**src/rtl/stream_serializer.sv**
```systemverilog
// Valid/ready width down-converter: one RATIO*DATA_WIDTH word in, RATIO narrow beats out,
// least-significant slice first, with o_last flagging the final beat of each word.
module stream_serializer #(
  parameter int unsigned DATA_WIDTH = 8,
  parameter int unsigned RATIO      = 4
) (
  input  logic                        i_clock,
  input  logic                        i_aresetn,
  input  logic [DATA_WIDTH*RATIO-1:0] i_data,
  input  logic                        i_input_valid,
  output logic                        o_input_ready,
  output logic [DATA_WIDTH-1:0]       o_data,
  output logic                        o_output_valid,
  output logic                        o_last,
  input  logic                        i_output_ready
);

  localparam int unsigned WordW = DATA_WIDTH * RATIO;
  localparam int unsigned BeatW = (RATIO > 1) ? $clog2(RATIO) : 1;
  localparam logic [BeatW-1:0] LastBeat = BeatW'(RATIO - 1);

  initial begin
    if (DATA_WIDTH < 1) $fatal(1, "stream_serializer: DATA_WIDTH must be >= 1");
    if (RATIO < 1)      $fatal(1, "stream_serializer: RATIO must be >= 1");
  end

  logic [WordW-1:0] sreg_q, sreg_d;
  logic [BeatW-1:0] beat_q, beat_d;
  logic             valid_q, valid_d;
  logic             last;
  logic             accept;
  logic             transmit;

  always_ff @(posedge i_clock or negedge i_aresetn) begin
    if (!i_aresetn) begin
      sreg_q  <= '0;
      beat_q  <= '0;
      valid_q <= 1'b0;
    end else begin
      sreg_q  <= sreg_d;
      beat_q  <= beat_d;
      valid_q <= valid_d;
    end
  end

  // Ready is combinational from downstream ready so a new word can land on the last beat.
  always_comb begin
    last           = valid_q && (beat_q == LastBeat);
    o_last         = last;
    o_output_valid = valid_q;
    o_data         = sreg_q[DATA_WIDTH-1:0];
    o_input_ready  = i_aresetn && (!valid_q || (last && i_output_ready));
    accept         = i_input_valid && o_input_ready;
    transmit       = valid_q && i_output_ready;
  end

  always_comb begin
    sreg_d  = sreg_q;
    beat_d  = beat_q;
    valid_d = valid_q;
    if (accept) begin
      sreg_d  = i_data;
      beat_d  = '0;
      valid_d = 1'b1;
    end else if (transmit && !last) begin
      sreg_d = sreg_q >> DATA_WIDTH;
      beat_d = beat_q + BeatW'(1);
    end else if (transmit) begin
      // sreg is left as-is; o_data is don't-care while valid is low.
      valid_d = 1'b0;
      beat_d  = '0;
    end
  end

endmodule

```
**config.mk**
```make
export PLATFORM = sky130hd
export DESIGN_NAME = stream_serializer
export DESIGN_NICKNAME = d
export VERILOG_FILES = /design/src/rtl/stream_serializer.sv
export SDC_FILE = /design/constraint.sdc
export NUM_CORES = 1
export LEC_CHECK = 0
export CORE_MARGIN = 10
export CORE_UTILIZATION = 40
export DETAILED_ROUTE_END_ITERATION = 8
export PLACE_DENSITY = 0.74
export SETUP_SLACK_MARGIN = 0.3
export SYNTH_ARGS = -nofsm -noshare
export SYNTH_HDL_FRONTEND = slang
export SYNTH_SLANG_ARGS = --single-unit
```
**constraint.sdc**
```tcl
create_clock -name i_clock -period 3.1 [get_ports i_clock]
set_input_delay 0.31 -clock i_clock [delete_from_list [all_inputs] [get_ports i_clock]]
set_output_delay 0.31 -clock i_clock [all_outputs]
set_load 0.01 [all_outputs]
```
Yosys cells after proc, flatten, opt, wreduce, memory -nomap -nowiden:

Index checks and enable logic that the tools add are counted.
W data, S select, Z words.

* logic and storage cells: 27
* register bits: 35
* output and inout bits: 11

* reduce and logical (&&, ||, !) cells: 13
* eq/ne operators: 2
* muxes and demuxes: 8
* add/sub/neg operators: 1

Operators by type and width (number)
* $mux W32: 2
* $logic_and A1 B1 Y1: 6
* $mux W2: 3
* $reduce_bool A2 Y1: 2
* $mux W1: 3
* $reduce_bool A3 Y1: 1
* $add A2 B1 Y2 const B: 1
* $eq A2 B2 Y1 const B: 1
* $logic_not A1 Y1: 2
* $ne A2 B2 Y1 const B: 1
* $reduce_and A2 Y1: 1
* $logic_or A1 B1 Y1: 1

Depth between registers and ports, before layout:

Gate-level depths: netlist of the first run.

* word-level depth: 8
* mapped depth: 6
* mapped depth without buffers: 4

Worst setup path after synthesis of the first run:

OpenSTA, ideal clock, no wires.

* kind: register to output
* from: register beat_q[0]
* to: output o_input_ready
* required time: 2.790 ns
* arrival: 1.351 ns
* stages on the path, launching flop included: 6
* path buffers: 2
* path slack: 1.439 ns
* cell sequence: dfrtp_1 > ha_1 > a21bo_4 > buf_2 > buf_2 > and2_1

* longest elaborated chain between the ends: 5

Ends and longest elaborated chain
* start, declared: RTL line 28 `logic [BeatW-1:0] beat_q, beat_d;`
* start signal, assigned: RTL line 41 `beat_q <= beat_d;`
* $eq A2 B2 Y1: RTL line 48 `last = valid_q && (beat_q == LastBeat);`
* $logic_and A1 B1 Y1: RTL line 48
* $logic_and A1 B1 Y1: RTL line 52 `o_input_ready = i_aresetn && (!valid_q || (last && i_output_ready));`
* $logic_or A1 B1 Y1: RTL line 52
* $logic_and A1 B1 Y1: RTL line 52
* end, declared: RTL line 11 `output logic o_input_ready,`

No other way between the ends.

Worst setup path after layout of the first run:

Ends and elaborated chain as after synthesis.

==> flow_summary_export.csv, run 1 <==
group,metric,value,unit
yosys,synth_top_area_share,53.3,%
worst_setup_path,r2r_slack,0.90,ns
place,portBuffers,46,
grt,grtUsageTotal,11.5,%
yosys,ys_ff_latch,35,
worst_setup_path,worstSetupPathType,"reg -> out",
grt,grt_max_degree,38,
worst_setup_path,ff2ff_path_depth,4,
clocking,cts-root-buf,"clkbuf_8",
timing,setup_viol,0,
yosys,synth_area_leaders,"dfrtp_1, a221o_1, and3_1",
floorplanning,core,0.00400,mm^2
yosys,synth_largest_area_cell,"dfrtp_1",
yosys,yosysSeqAreaShare,53.3,%
timing,skew,0.00228,ns
grt,grt_pass1_vias,1331,
route,vias,1214,
final_layout,antenna_cells,0,
status,status,"completed",
place,place_ws,0.765,ns
power,power,1.68,mW
timing,rsz0062_at_grt,"false",
grt,antenna_found_initial,0,
final_layout,final_net_count,215,
yosys,syn-num-nets,181,
clocking,ctsHoldBuffers,0,
final_layout,fin_util,52.7,%
clocking,numCtsBuffers,5,
yosys,syn_inst,144,
run,maxCapViolCount,0,
route,wire_per_inst,17.2,um
yosys,synth_area,0.00164,mm^2
worst_setup_path,r2r-end,"sreg_q[8]$_DFFE_PN0P_",
yosys,ys_warn_count,0,
worst_setup_path,regToRegStartpoint,"beat_q[0]$_DFFE_PN0P_",
route,wl,3940,um
power,net-switching-power,0.558,mW
final_layout,final_cell_mix,"clkdlybuf4s50_1, dfrtp_1, a221o_1, and3_1, nand2_1",
power,seqPwrFrac,44.6,%
clocking,ctsResizeCount,0,
floorplanning,pin_count,47,
timing,slew_headroom,44.4,%
timing,tightestPinTransition,0.834,ns
timing,fin_crit,2.26,ns
power,swShare,33.2,%
timing,fin_crit_sh,72.8,%
timing,hold_violations,0,
yosys,avgSynthCellArea,11.4,um^2
worst_setup_path,critical_path.max_stage_delay,0.53,ns
final_layout,area_growth,28.3,%
power,internal-power,1.12,mW
worst_setup_path,end_kind,"output port",
worst_hold_path,hold_class,"in -> async",
timing,final-max-slew-violation-count,0,
place,gp_congestion,0.725,
clocking,cts_setup_buffers,0,
route,drt_iter0_markers,163,
power,combPwrFrac,36.7,%
route,vias_per_cell,5.30,
floorplanning,die_w,84.1,um
floorplanning,die_h,84.1,um
route,drc_errors,0,
worst_setup_path,cpMaxStageDelayCell,"clkdlybuf4s50_1",
clocking,cts.sink_count,35,
route,drtAntennaViolNets,0,
power,power_density,796,mW/mm^2
route,drt-pass1-iter-count,4,
power,ir_drop,0.360,mV
clocking,cts.htree.levels,2,
worst_setup_path,crit_arrival,1.95,ns
floorplanning,rows,23,
worst_setup_path,cp.required,2.79,ns
clocking,ctsLongestPathBuffers,2,
final_layout,mostFrequentLayoutCell,"clkdlybuf4s50_1",
floorplanning,die-area,0.00707,mm^2
final_layout,fillers,360,
clocking,clkSlewWorstSetupHoldPaths,0.07,ns
yosys,yosysUniqueCellTypes,21,
worst_setup_path,worstPathMaxFanout,28,
timing,fin_ws,0.845,ns
clocking,clock_latency,0.28,ns
worst_setup_path,cp_cell_sequence,"ha_1 > a21bo_4 > and2_1 > clkdlybuf4s50_1",
place,hpwl,2820,um
timing,max_freq,443,MHz
power,p_leak,0.976,nW
timing,fin_tns_setup,0,ns
final_layout,drive_gt1_share,6.15,%
grt,grt_first_pass_wirelength,6640,um
floorplanning,start_util,41.1,%
power,p_clk_share,18.7,%
grt,overflow,0,
clocking,cts_tree,"done",
worst_setup_path,critPathLaunchType,"flip-flop",
-- per-layer routing --
metal	share of wire, %	global-route usage [%]	wire length, um
met2	50	19.2	1980
met1	42	12.9	1640
met5	0	0	0
met4	1.7	5.48	68
met3	6.2	4.00	244
-- worst max-delay path by stage --
stage                     slack [ns]  cells after the start                      to                   from
after floorplan                 1.44                      5           o_input_ready  beat_q[0]$_DFFE_PN0P_
after global placement          0.83                      4  sreg_q[16]$_DFFE_PN0P_         i_output_ready
after global routing            0.73                      4           o_input_ready  beat_q[0]$_DFFE_PN0P_
after detailed placement        0.77                      4  sreg_q[12]$_DFFE_PN0P_         i_output_ready
after CTS                       0.84                      4           o_input_ready  beat_q[0]$_DFFE_PN0P_
final                           0.84                      4           o_input_ready  beat_q[0]$_DFFE_PN0P_
-- through the flow --
step	instance area, um^2	cells	hold slack [ns]
after CTS	2110	229	0.115
after global routing	2110	229	0.136
final	2110	229	0.0870
after floorplan	1640	144	0.0144
after detailed placement	2030	221	0.418
after global placement	2030	221	0.399
-- cell usage after synthesis --
cell and n:
nand3b_1 1, inv_1 1, o21ai_1 8, buf_2 5
and3_1 16, and2_1 11, o32ai_1 1, and2_4 1
a21oi_4 1, buf_4 10, a21bo_4 1, buf_1 1
a221o_1 24, and3b_1 1, o22ai_1 1, buf_6 3
nand2_1 13, dfrtp_1 35, nand3_1 8, clkbuf_1 1
ha_1 1
-- final cells by class --
class                      instances  area [um^2]  area share (%)
clock buffer                       7         76.3            3.62
inverter                           1         3.75           0.178
clock inverter                     1         5.00           0.237
tap                               50         62.6            2.97
multi-input combinational         88          623            29.5
timing repair buffer              47          463            21.9
sequential                        35          876            41.5
-- worst max-delay path, delay by kind of cell (launching register included) --
kind | cells | cell delay, ns
AND/OR/NAND/NOR | 1 | 0.17
buffers and inverters | 1 | 0.53
flip-flops | 1 | 0.37
adder cells (fa/ha/maj) | 1 | 0.24
AO/OA/AOI/OAI | 1 | 0.33
-- power groups by stage --
stage	logic, mW	clock network [mW]	registers (mW)
floorplan	0.489	0	0.718
global placement	0.590	0	0.743
detailed placement	0.615	0	0.754
CTS	0.622	0.316	0.747
global route	0.683	0.341	0.773
finish	0.616	0.314	0.749
-- sequential cells by signal, summed over array words and instances (netlist names) --
signal,cells
sreg_q,32
o_output_valid,1
beat_q,2
-- kinds of logic (layout without fill, tap and decap cells) --
kind of cell	Yosys count	in the layout	synth area share, %
simple gates	51	51	17.2
fa+ha+maj	1	1	0.761
compound gates	36	36	19.9
flops	35	35	53.3
buf+inv	21	56	8.83
Note: power is estimated with default switching activity, not from simulation.
==> run 2: changes to the inputs <==
==> constraint.sdc (replaced) <==
create_clock -name i_clock -period 2.2 [get_ports i_clock]
set_input_delay 0.22 -clock i_clock [delete_from_list [all_inputs] [get_ports i_clock]]
set_output_delay 0.22 -clock i_clock [all_outputs]
set_load 0.01 [all_outputs]
==> run 2 against run 1 <==
Die area did not move. Final area is 4.2% higher. Sequential share of layout area down 1.7 points. Critical path depth grew 2. Clock skew grew 0.0012 ns. Utilization rose by 2.2 points. Final cell count rose by 4.4%. Non-clock buffer count rose by 9. Wire length increased by 3.9%. Register-to-register slack worse by 0.51 ns. Worst setup slack got worse by 0.46 ns. Critical path type is now reg -> reg. Highest routed layer unchanged.
==> flow_summary_export.csv, run 2 (same netlist as run 1, synthesis figures left out) <==
group,metric,value,unit
status,status,"completed",
final_layout,antenna_cells,0,
place,portBuffers,46,
final_layout,largest_reg_flops,32,
power,p_leak,1.03,nW
final_layout,top_register,"sreg_q",
floorplanning,die_w,84.1,um
timing,skew,0.00347,ns
clocking,clkSlewWorstSetupHoldPaths,0.07,ns
route,drtAntennaViolNets,0,
place,hpwl,2910,um
floorplanning,die-area,0.00707,mm^2
final_layout,mostFrequentLayoutCell,"clkdlybuf4s50_1",
floorplanning,die_h,84.1,um
clocking,cts_tree,"done",
timing,setup_viol,0,
grt,grtUsageTotal,11.6,%
route,drt-pass1-iter-count,4,
worst_setup_path,critPathTopFamily,"compound AO/OA/AOI/OAI gates",
grt,antenna_found_initial,0,
clocking,clock_latency,0.29,ns
power,ir_drop,0.437,mV
clocking,cts.sink_count,35,
timing,slew_headroom,73.2,%
final_layout,drive_gt1_share,11.6,%
clocking,numCtsBuffers,5,
final_layout,final_net_count,225,
route,wire_per_inst,17.1,um
floorplanning,start_util,41.1,%
timing,fin_tns_setup,0,ns
route,drt_iter0_markers,141,
clocking,ctsLongestPathBuffers,2,
worst_setup_path,cpMaxStageDelayCell,"dfrtp_1",
grt,grt_pass1_vias,1356,
timing,rsz0062_at_grt,"false",
timing,tightestPinTransition,0.402,ns
timing,max_freq,552,MHz
worst_setup_path,critPathLaunchType,"flip-flop",
floorplanning,rows,23,
worst_setup_path,end_kind,"flip-flop",
worst_setup_path,critical_path.max_stage_delay,0.40,ns
grt,overflow,0,
timing,final-max-slew-violation-count,0,
worst_setup_path,crit_arrival,1.98,ns
floorplanning,pin_count,47,
route,drc_errors,0,
run,maxCapViolCount,0,
final_layout,final_cell_mix,"clkdlybuf4s50_1, dfrtp_1, a221o_1, and3_1, nand2_1",
timing,fin_crit_sh,82.4,%
worst_hold_path,hold_class,"in -> async",
clocking,cts.htree.levels,2,
floorplanning,core,0.00400,mm^2
route,vias_per_cell,5.35,
power,power,2.46,mW
final_layout,area_growth,33.7,%
worst_setup_path,cp.required,2.37,ns
worst_setup_path,critPathBufInv,2,
power,power_density,1120,mW/mm^2
worst_setup_path,worstSetupPathType,"reg -> reg",
worst_setup_path,cp_cell_sequence,"ha_2 > a21bo_4 > buf_4 > buf_4 > and2_4 > a221o_1",
grt,grt_max_degree,28,
timing,hold_violations,0,
worst_setup_path,cp_common_cell,"buf_4",
route,wl,4090,um
timing,fin_crit,1.81,ns
place,gp_congestion,0.743,
grt,grt_first_pass_wirelength,6690,um
clocking,cts-root-buf,"clkbuf_8",
route,vias,1279,
worst_setup_path,worstPathMaxFanout,11,
-- run 2: area by class of cell --
cell class / count / area, um^2
fill: 337 / 1800
sequential: 35 / 876
multi-input combinational: 89 / 643
timing repair buffer: 56 / 532
clock buffer: 7 / 76.3
tap: 50 / 62.6
clock inverter: 1 / 5.00
inverter: 1 / 3.75
-- run 2: what timing repair did --
action                     4_1_cts  5_1_grt
hold buffers                     1        0
hold endpoints to repair         8        0
resized for setup                2        2
setup endpoints to repair       25       35
pin swaps                        2        0
buffers inserted                 2        3
cloned                           1        0
-- run 2: per-layer routing --
metal / GRT usage, % / routed length [um] / part of all wire, % / vias up
met5: 0 / 0 / 0 / -
met4: 5.18 / 65 / 1.6 / 0
met3: 4.98 / 290 / 7.1 / 7
met2: 17.5 / 1910 / 47 / 43
met1: 13.9 / 1820 / 45 / 615
li1: - / - / - / 614
-- run 2: power by group --
| group | switching (mW) | internal (mW) | leakage (nW) |
|---|---|---|---|
| Combinational | 0.442 | 0.520 | 0.521 |
| Sequential | 0.159 | 0.896 | 0.465 |
| Clock | 0.219 | 0.222 | 0.0422 |
-- run 2: worst paths after layout --
kind,startpoint,end,slack (ns),cells past startpoint
worst max-delay path,beat_q[0]$_DFFE_PN0P_,sreg_q[17]$_DFFE_PN0P_,0.39,6
worst min-delay path,i_aresetn,sreg_q[28]$_DFFE_PN0P_,0.32,2
worst max register to register,beat_q[0]$_DFFE_PN0P_,sreg_q[17]$_DFFE_PN0P_,0.39,6
worst min register to register,sreg_q[3]$_DFFE_PN0P_,sreg_q[3]$_DFFE_PN0P_,0.51,1
max in group asynchronous,i_aresetn,sreg_q[4]$_DFFE_PN0P_,1.28,3
min in group i_clock,i_data[31],sreg_q[31]$_DFFE_PN0P_,0.48,3
-- run 2: through the flow --
| stage | cell area [um^2] | util, % | std cells | worst slack (ns) | hold slack (ns) |
|---|---|---|---|---|---|
| after floorplan | 1640 | - | 144 | 0.629 | -0.0756 |
| after global placement | 2050 | 51.3 | 224 | 0.247 | 0.0891 |
| after detailed placement | 2050 | 51.3 | 224 | 0.197 | 0.0907 |
| after CTS | 2170 | 54.3 | 236 | 0.308 | 0.317 |
| after global routing | 2200 | 55.0 | 239 | 0.310 | 0.336 |
| final | 2200 | 55.0 | 239 | 0.388 | 0.318 |
==> run 3: changes to the inputs <==
==> constraint.sdc (replaced) <==
create_clock -name i_clock -period 1.7 [get_ports i_clock]
set_input_delay 0.17 -clock i_clock [delete_from_list [all_inputs] [get_ports i_clock]]
set_output_delay 0.17 -clock i_clock [all_outputs]
set_load 0.01 [all_outputs]
==> run 3 against run 2 <==
The flow now finishes with violations (hold timing). Final cell count is 4.2% higher. Largest power group is now combinational logic. Register-to-register slack worse by 0.26 ns. First-iteration DRC count down 3.5%. Utilization increased by 6.0 points. Critical path depth fell by 1. Wire length rose by 15%. Sequential share of layout area down 3.9 points. Flip-flop and latch count unchanged. Global-route usage increased by 1.2 points. Final area grew 11%. Combinational power rose by 63%.
==> flow_summary_export.csv, run 3 (same netlist as run 1, synthesis figures left out) <==
group,metric,value,unit
clocking,numCtsBuffers,5,
power,internal-power,2.53,mW
power,power_density,1530,mW/mm^2
floorplanning,core,0.00400,mm^2
power,p_leak,1.23,nW
route,drt-pass1-iter-count,4,
power,seqPwrFrac,37.0,%
route,vias,1385,
power,power,3.73,mW
floorplanning,rows,23,
route,drtAntennaViolNets,0,
final_layout,fin_cells,249,
worst_setup_path,cp.required,1.87,ns
worst_setup_path,cp_cell_sequence,"ha_4 > and3b_2 > a21oi_4 > buf_12 > a221o_1",
floorplanning,pin_count,47,
timing,hold_violations,30,
grt,grt_first_pass_wirelength,7360,um
timing,fin_ws,0.124,ns
floorplanning,die_h,84.1,um
clocking,clock_latency,0.29,ns
worst_setup_path,crit_arrival,1.75,ns
final_layout,final_net_count,235,
worst_setup_path,critPathTopFamily,"flip-flops",
status,status,"finished with violations",
final_layout,top_register,"sreg_q",
power,net-switching-power,1.20,mW
status,violations,"hold timing",
place,placedCellCount,228,
timing,fin_crit_sh,92.7,%
clocking,cts.sink_count,35,
worst_hold_path,hold_class,"in -> async",
grt,grt_max_degree,31,
timing,fin_tns_setup,0,ns
grt,grtUsageTotal,12.8,%
timing,rsz0062_at_grt,"true",
worst_setup_path,cpMaxStageDelayCell,"dfrtp_1",
timing,tightestPinTransition,0.383,ns
grt,grt_pass1_vias,1434,
floorplanning,start_util,41.1,%
final_layout,antenna_cells,0,
final_layout,fillers,305,
timing,setup_viol,0,
route,vias_per_cell,5.56,
route,drc_errors,0,
power,p_clk_share,21.0,%
floorplanning,die-area,0.00707,mm^2
place,gp_congestion,0.759,
route,drt_iter0_markers,136,
timing,fin_crit,1.58,ns
final_layout,area_growth,48.3,%
final_layout,largest_reg_flops,32,
floorplanning,die_w,84.1,um
timing,whs,-0.00871,ns
route,wire_per_inst,19.0,um
final_layout,final_cell_mix,"clkdlybuf4s50_1, dfrtp_1, a221o_1, and3_1, nand2_1",
clocking,cts-root-buf,"clkbuf_8",
final_layout,mostFrequentLayoutCell,"clkdlybuf4s50_1",
timing,final-max-slew-violation-count,0,
place,place_ws,-0.134,ns
worst_setup_path,worstPathMaxFanout,12,
place,portBuffers,46,
clocking,cts.htree.levels,2,
worst_setup_path,critical_path.max_stage_delay,0.42,ns
clocking,ctsLongestPathBuffers,2,
power,combPwrFrac,42.0,%
worst_setup_path,critPathBufInv,1,
worst_setup_path,worstSetupPathType,"reg -> reg",
route,wl,4720,um
run,maxCapViolCount,0,
clocking,clkSlewWorstSetupHoldPaths,0.07,ns
grt,overflow,0,
power,ir_drop,0.940,mV
timing,skew,0.00368,ns
place,hpwl,3050,um
worst_setup_path,end_kind,"flip-flop",
final_layout,drive_gt1_share,24.1,%
grt,antenna_found_initial,0,
clocking,cts_tree,"done",
timing,max_freq,635,MHz
worst_setup_path,critPathLaunchType,"flip-flop",
timing,slew_headroom,74.5,%
power,swShare,32.2,%
[run 3: area by class of cell]
type	count	area [um^2]	area share [%]
clock inverters	2	35.0	1.44
repair buffers	65	668	27.4
flip-flops and latches	35	876	35.9
clock buffers	6	82.6	3.39
well taps	50	62.6	2.57
inverters	1	3.75	0.154
multi-input cells	90	711	29.1
[run 3: layer usage]
layer	track usage, %	vias up	share of wire, %
met3	4.98	8	6.5
met1	14.6	683	40
met5	0	-	0
li1	-	641	-
met2	21.0	53	52
met4	4.72	0	1.2
[run 3: worst register-to-register path, cell delays in order, from the launching register on]
cell and delay (ns):
dfrtp_1 0.42, ha_4 0.19, and3b_2 0.34, a21oi_4 0.06
buf_12 0.16, a221o_1 0.30
[run 3: what timing repair did]
action                                 CTS  global route
endpoints found under the hold margin    5             0
pin swaps                                4             9
setup endpoints to repair               28            42
gates resized for setup                 18            21
hold buffers                             1             0
gates cloned                             2             0
setup buffers                            7             3
[run 3: final timing paths]
kind,start,slack (ns),cells past startpoint,end
worst max-delay path,beat_q[0]$_DFFE_PN0P_,0.12,5,sreg_q[12]$_DFFE_PN0P_
worst min-delay path,i_aresetn,-0.009,2,sreg_q[3]$_DFFE_PN0P_
worst max register to register,beat_q[0]$_DFFE_PN0P_,0.12,5,sreg_q[12]$_DFFE_PN0P_
worst min register to register,sreg_q[18]$_DFFE_PN0P_,0.52,1,sreg_q[10]$_DFFE_PN0P_
max in group asynchronous,i_aresetn,1.05,2,sreg_q[27]$_DFFE_PN0P_
min in group i_clock,i_aresetn,0.18,3,o_output_valid$_DFFE_PN0P_
[run 3: stage by stage]
step | instance area, um^2 | utilization (%)
3_5_place_dp | 2100 | 52.5
5_1_grt | 2440 | 61.0
2_1_floorplan | 1660 | -
4_1_cts | 2340 | 58.5
3_3_place_gp | 2100 | 52.5
6_report | 2440 | 61.0
[run 3: power groups by stage]
stage | clock, mW | sequential (mW) | combinational (mW)
after floorplan | 0 | 1.31 | 0.923
after detailed placement | 0 | 1.38 | 1.25
final | 0.783 | 1.38 | 1.57
after CTS | 0.783 | 1.37 | 1.45
after global placement | 0 | 1.36 | 1.20
after global routing | 0.828 | 1.42 | 1.70
